**src/rtl/muxn_rr.sv**
```systemverilog
// N-channel registered mux with fixed-select and round-robin grant modes.
// Define MUXN_RR_PARITY_EN to add the registered even-parity output out_par.
module muxn_rr #(
    parameter int WIDTH    = 8,
    parameter int CHANNELS = 4,
    parameter int SEL_W    = 2
) (
    input  logic                      clk,
    input  logic                      rst,
    input  logic                      mode,
    input  logic [SEL_W-1:0]          sel,
    input  logic [CHANNELS-1:0]       in_valid,
    input  logic [CHANNELS*WIDTH-1:0] in_data,
    output logic [CHANNELS-1:0]       in_ready,
    output logic                      out_valid,
    output logic [WIDTH-1:0]          out_data,
    output logic [SEL_W-1:0]          out_ch,
    input  logic                      out_ready
`ifdef MUXN_RR_PARITY_EN
    ,
    output logic                      out_par
`endif
);

    logic [SEL_W-1:0]    rr_ptr;
    logic [SEL_W-1:0]    ptr_nxt;
    logic [SEL_W-1:0]    gnt_idx;
    logic [WIDTH-1:0]    gnt_data;
    logic [CHANNELS-1:0] grant;
    logic                gnt_any;
    logic                load_en;

    assign load_en  = !out_valid || out_ready;
    assign in_ready = (load_en && !rst) ? grant : '0;

    always_comb begin
        int c;
        c        = 0;
        grant    = '0;
        gnt_any  = 1'b0;
        gnt_idx  = '0;
        gnt_data = '0;
        ptr_nxt  = rr_ptr;
        if (!mode) begin
            // comparing against each in-range index keeps an oversized sel from granting
            for (int i = 0; i < CHANNELS; i++) begin
                if (sel == SEL_W'(i) && in_valid[i]) begin
                    grant[i] = 1'b1;
                    gnt_any  = 1'b1;
                    gnt_idx  = SEL_W'(i);
                    gnt_data = in_data[i*WIDTH +: WIDTH];
                end
            end
        end else begin
            for (int k = 0; k < CHANNELS; k++) begin
                c = (int'(rr_ptr) + k) % CHANNELS;
                if (!gnt_any && in_valid[c]) begin
                    grant[c] = 1'b1;
                    gnt_any  = 1'b1;
                    gnt_idx  = SEL_W'(c);
                    gnt_data = in_data[c*WIDTH +: WIDTH];
                    ptr_nxt  = (c == CHANNELS - 1) ? '0 : SEL_W'(c + 1);
                end
            end
        end
    end

    always_ff @(posedge clk) begin
        if (rst) begin
            out_valid <= 1'b0;
            out_data  <= '0;
            out_ch    <= '0;
            rr_ptr    <= '0;
`ifdef MUXN_RR_PARITY_EN
            out_par   <= 1'b0;
`endif
        end else if (load_en) begin
            out_valid <= gnt_any;
            if (gnt_any) begin
                out_data <= gnt_data;
                out_ch   <= gnt_idx;
`ifdef MUXN_RR_PARITY_EN
                out_par  <= ^gnt_data;
`endif
                if (mode) begin
                    rr_ptr <= ptr_nxt;
                end
            end
        end
    end

endmodule

```
**config.mk**
```make
export PLATFORM = sky130hd
export DESIGN_NAME = muxn_rr
export DESIGN_NICKNAME = d
export VERILOG_FILES = /design/src/rtl/muxn_rr.sv
export SDC_FILE = /design/constraint.sdc
export NUM_CORES = 1
export LEC_CHECK = 0
export CORE_MARGIN = 2
export CORE_UTILIZATION = 37
export DETAILED_ROUTE_END_ITERATION = 8
export PLACE_DENSITY_LB_ADDON = 0.25
export SLEW_MARGIN = 40
export SYNTH_ARGS = -nofsm -noshare
export SYNTH_HDL_FRONTEND = slang
export SYNTH_SLANG_ARGS = --single-unit
```
**constraint.sdc**
```tcl
create_clock -name clk -period 4.6 [get_ports clk]
set_input_delay 0.69 -clock clk [delete_from_list [all_inputs] [get_ports clk]]
set_output_delay 0.69 -clock clk [all_outputs]
set_load 0.02 [all_outputs]
```
==> summary.txt <==
CTS
  – TritonCTS clock tree: built
  – Htree depth: 1
  – Hold_buf cts: 0
  – Clock latency on the worst-skew pair: 240 ps
  – Post-CTS Resized: 0
  – CTS buffer count: 3
  – Reg clk slew, reported paths: about 50 ps
  – Setup bufs post-CTS: 0
  – CTS Sinks: 13
  – Clk buf depth: 2
  – Root Buffer: clkbuf_8

Die
  – Std-Cell Rows: 29
  – Die Wd: 84.5 µm
  – Initial Util: between 30% and 40%
  – Die area: 7140 µm²
  – Boundary Pins: between 50 and 60
  – Core ar.: between 6000 and 7000 µm²
  – Die Span Y: between 80 and 90 µm

Route
  – Avg WL per Cell: between 15 and 20 µm
  – Post-DRT Antenna Nets: 0
  – Final wirelength: 7.33 mm
  – Drt first pass iters: 4
  – DR vias: between 2000 and 2500
  – 1st-iter DRT viols: between 200 and 300
  – Vias per std cell: approximately 6.6
  – DRC: 0

STA
  – Post-route minimum period: around 4400 ps
  – Period utilisation layout: between 90% and 100%
  – Setup TNS: 0 ps
  – Max Fclk: 0.229 GHz
  – Clock Skews: between 3 and 4 ps
  – Final Worst Setup Slack: between 200 and 250 ps
  – Unrepaired setup endpoints after global routing: no
  – Final hold violation count: 0
  – Measured slew at the worst slew-check pin: approximately 500 ps
  – Hold slack: roughly 470 ps
  – Slew Limit Fails: 0
  – Setup Viol. Count Final: 0
  – Max-slew headroom: between 60 and 70%

Logic synthesis
  – EDFF count, synth: 0
  – Most used DFF post-synth: dfxtp_1
  – Area leader, netlist: mux4_2
  – Gate Count Post-Synth: 250
  – Sequential share of the synthesized area: about 11%
  – Cell Area, Synth: approximately 2400 µm²
  – Compound-Gate Fraction of Synth Area: 28.2%
  – Synth unique cells: 43
  – Ys async rst share: 0%
  – Ys Warns: 0
  – Synthesized net count: approximately 300
  – Synth top area share: 33.8%
  – Mux contribution to synthesized area: between 30% and 40%
  – Post-synthesis simple-gate area fraction: between 10% and 20%
  – Largest family of logic cells by synthesized area: multiplexers
  – Synth area leaders: mux4_2 34%, dfxtp_1 11%, a221oi_1 8.8%, nor2_1 3.9%, ha_1 3.1%
  – Avg Cell Area, Syn: between 9 and 10 µm²
  – Count leader, synth: mux4_2
  – Synth Area in XOR/XNOR: 0.366%
  – Synth Area in Adders: under 10%
  – Post-synth top cells: 36 x mux4_2, 25 x nor2_1, 24 x a221oi_1, 18 x clkbuf_1, 14 x a21oi_1
  – #FFs+latches synth: 13

Status
  – Status: completed

Setup path
  – R2R depth: 7
  – CP max-delay cell: mux4_2
  – CP delay by family, top: buffers and inverters
  – Worst EP required: 3910 ps
  – Critical path launch point type: input port
  – Most used cell, CP: clkdlybuf4s50_1
  – CP max FO: 12
  – CP Cell Sequence: clkdlybuf4s50_1 -> mux4_2 -> nor4b_2 -> a221oi_1 -> o21a_1 -> nor3_1 -> clkdlybuf4s50_1
  – Nature of the critical path endpoint: output pin
  – Cell depth of the worst setup path: 7
  – Worst path max stage delay: about 660 ps
  – Critical path data arrival time: between 3000 and 4000 ps
  – CP bufs+invs: 2
  – Setup CP Type: in2out

Power
  – PD cells: approximately 370 nW/µm²
  – Max IR drop VDD: between 200 and 250 µV
  – Power share of the sequential group: 13.3%
  – Switching power: 0.000503 W
  – Static leakage: slightly below 1 nW
  – Power share of the combinational group: between 70 and 80%
  – Int Power: between 0.0006 and 0.0007 W
  – Sw frac: 43.8%
  – Clk pwr share: 8.7%

Cells and area
  – Area grow syn2layout: 27.9%
  – Layout cells sized above 1: around a fifth
  – Final #Nets: around 340
  – Antenna cells: 0
  – Final core occ: slightly below 50%

Global route
  – First-pass GRT wire length: ~12 mm
  – Initial antenna violation count: 0
  – Total global routing overflow: 0
  – Largest net degree at the start of global routing: 29
  – Vias in the first global route: approximately 2300
  – Gr usage total: between 20% and 30%

Place
  – Number of port buffers: 56
  – Post-Place Setup Slack: about 310 ps
  – Hpwl dp: around 5.3 mm
  – Gpl congestion: approximately 0.89

Min path
  – Worst Hold Class: reg2reg
  – WHS Path Cells: 1

Flow run
  – Max cap viols: 0
==> cell families (layout without fill, tap and decap cells) <==
| logic type | after synthesis | after routing |
|---|---|---|
| compound gates | 86 | 86 |
| simple gates | 58 | 58 |
| mux | 46 | 46 |
| buf+inv | 40 | 83 |
| flops | 13 | 13 |
| fa+ha+maj | 6 | 6 |
| xor+xnor | 1 | 1 |
==> routing by layer <==
metal,up-vias,GRT usage (%),part of all wire [%]
met2,114,31.9,47
met3,9,1.77,7.0
li1,1123,-,-
met1,1184,30.4,45
met4,0,4.04,1.1
met5,-,0,0
==> power groups by stage <==
stage	logic (W)	clock network [W]	registers (W)
floorplan	0.000633	0	0.000180
global placement	0.000881	0	0.000153
detailed placement	0.000892	0	0.000154
CTS	0.000894	0.000101	0.000153
global route	0.000968	0.000106	0.000157
finish	0.000895	0.0000993	0.000152
==> flip-flops by register name (all words and copies together), names as in the netlist <==
name and cells:
out_ch 2, rr_ptr 2, out_valid 1, out_data 8
==> area by class of cell <==
| class | count | area (µm²) |
|---|---|---|
| tap | 77 | 96.3 |
| clock buffer | 4 | 45.0 |
| inverter | 11 | 41.3 |
| multi-input combinational | 197 | 1970 |
| sequential | 13 | 262 |
| fill | 610 | 3250 |
| timing repair buffer | 68 | 651 |
==> per-stage QoR <==
step	cells	instance area (µm²)	power, W
3_5_place_dp	366	3020	0.00105
3_3_place_gp	366	3020	0.00103
2_1_floorplan	250	2400	0.000813
5_1_grt	370	3060	0.00123
4_1_cts	370	3060	0.00115
6_report	370	3060	0.00115
==> path summary, 6_finish.rpt <==
path                             startpoint          end  slack [ps]
worst max-delay path            in_valid[2]  in_ready[1]         240
worst min-delay path            out_data[7]  out_data[7]         470
worst max register to register    rr_ptr[0]  out_data[7]        1820
worst min register to register  out_data[7]  out_data[7]         470
==> placed cells by master, fill, tap and decap left out, types with 5 or more instances in the layout <==
| cell | count |
|---|---|
| a21oi_1 | 14 |
| a221oi_1 | 24 |
| a2bb2oi_1 | 7 |
| buf_4 | 12 |
| clkdlybuf4s50_1 | 56 |
| dfxtp_1 | 12 |
| ha_1 | 6 |
| inv_1 | 11 |
| mux2i_1 | 6 |
| mux4_2 | 36 |
| nand2_1 | 6 |
| nand3_1 | 8 |
| nor2_1 | 25 |
| nor2b_1 | 5 |
| o21ai_0 | 8 |
| o221ai_1 | 7 |
(Power assumes the default switching activity.)
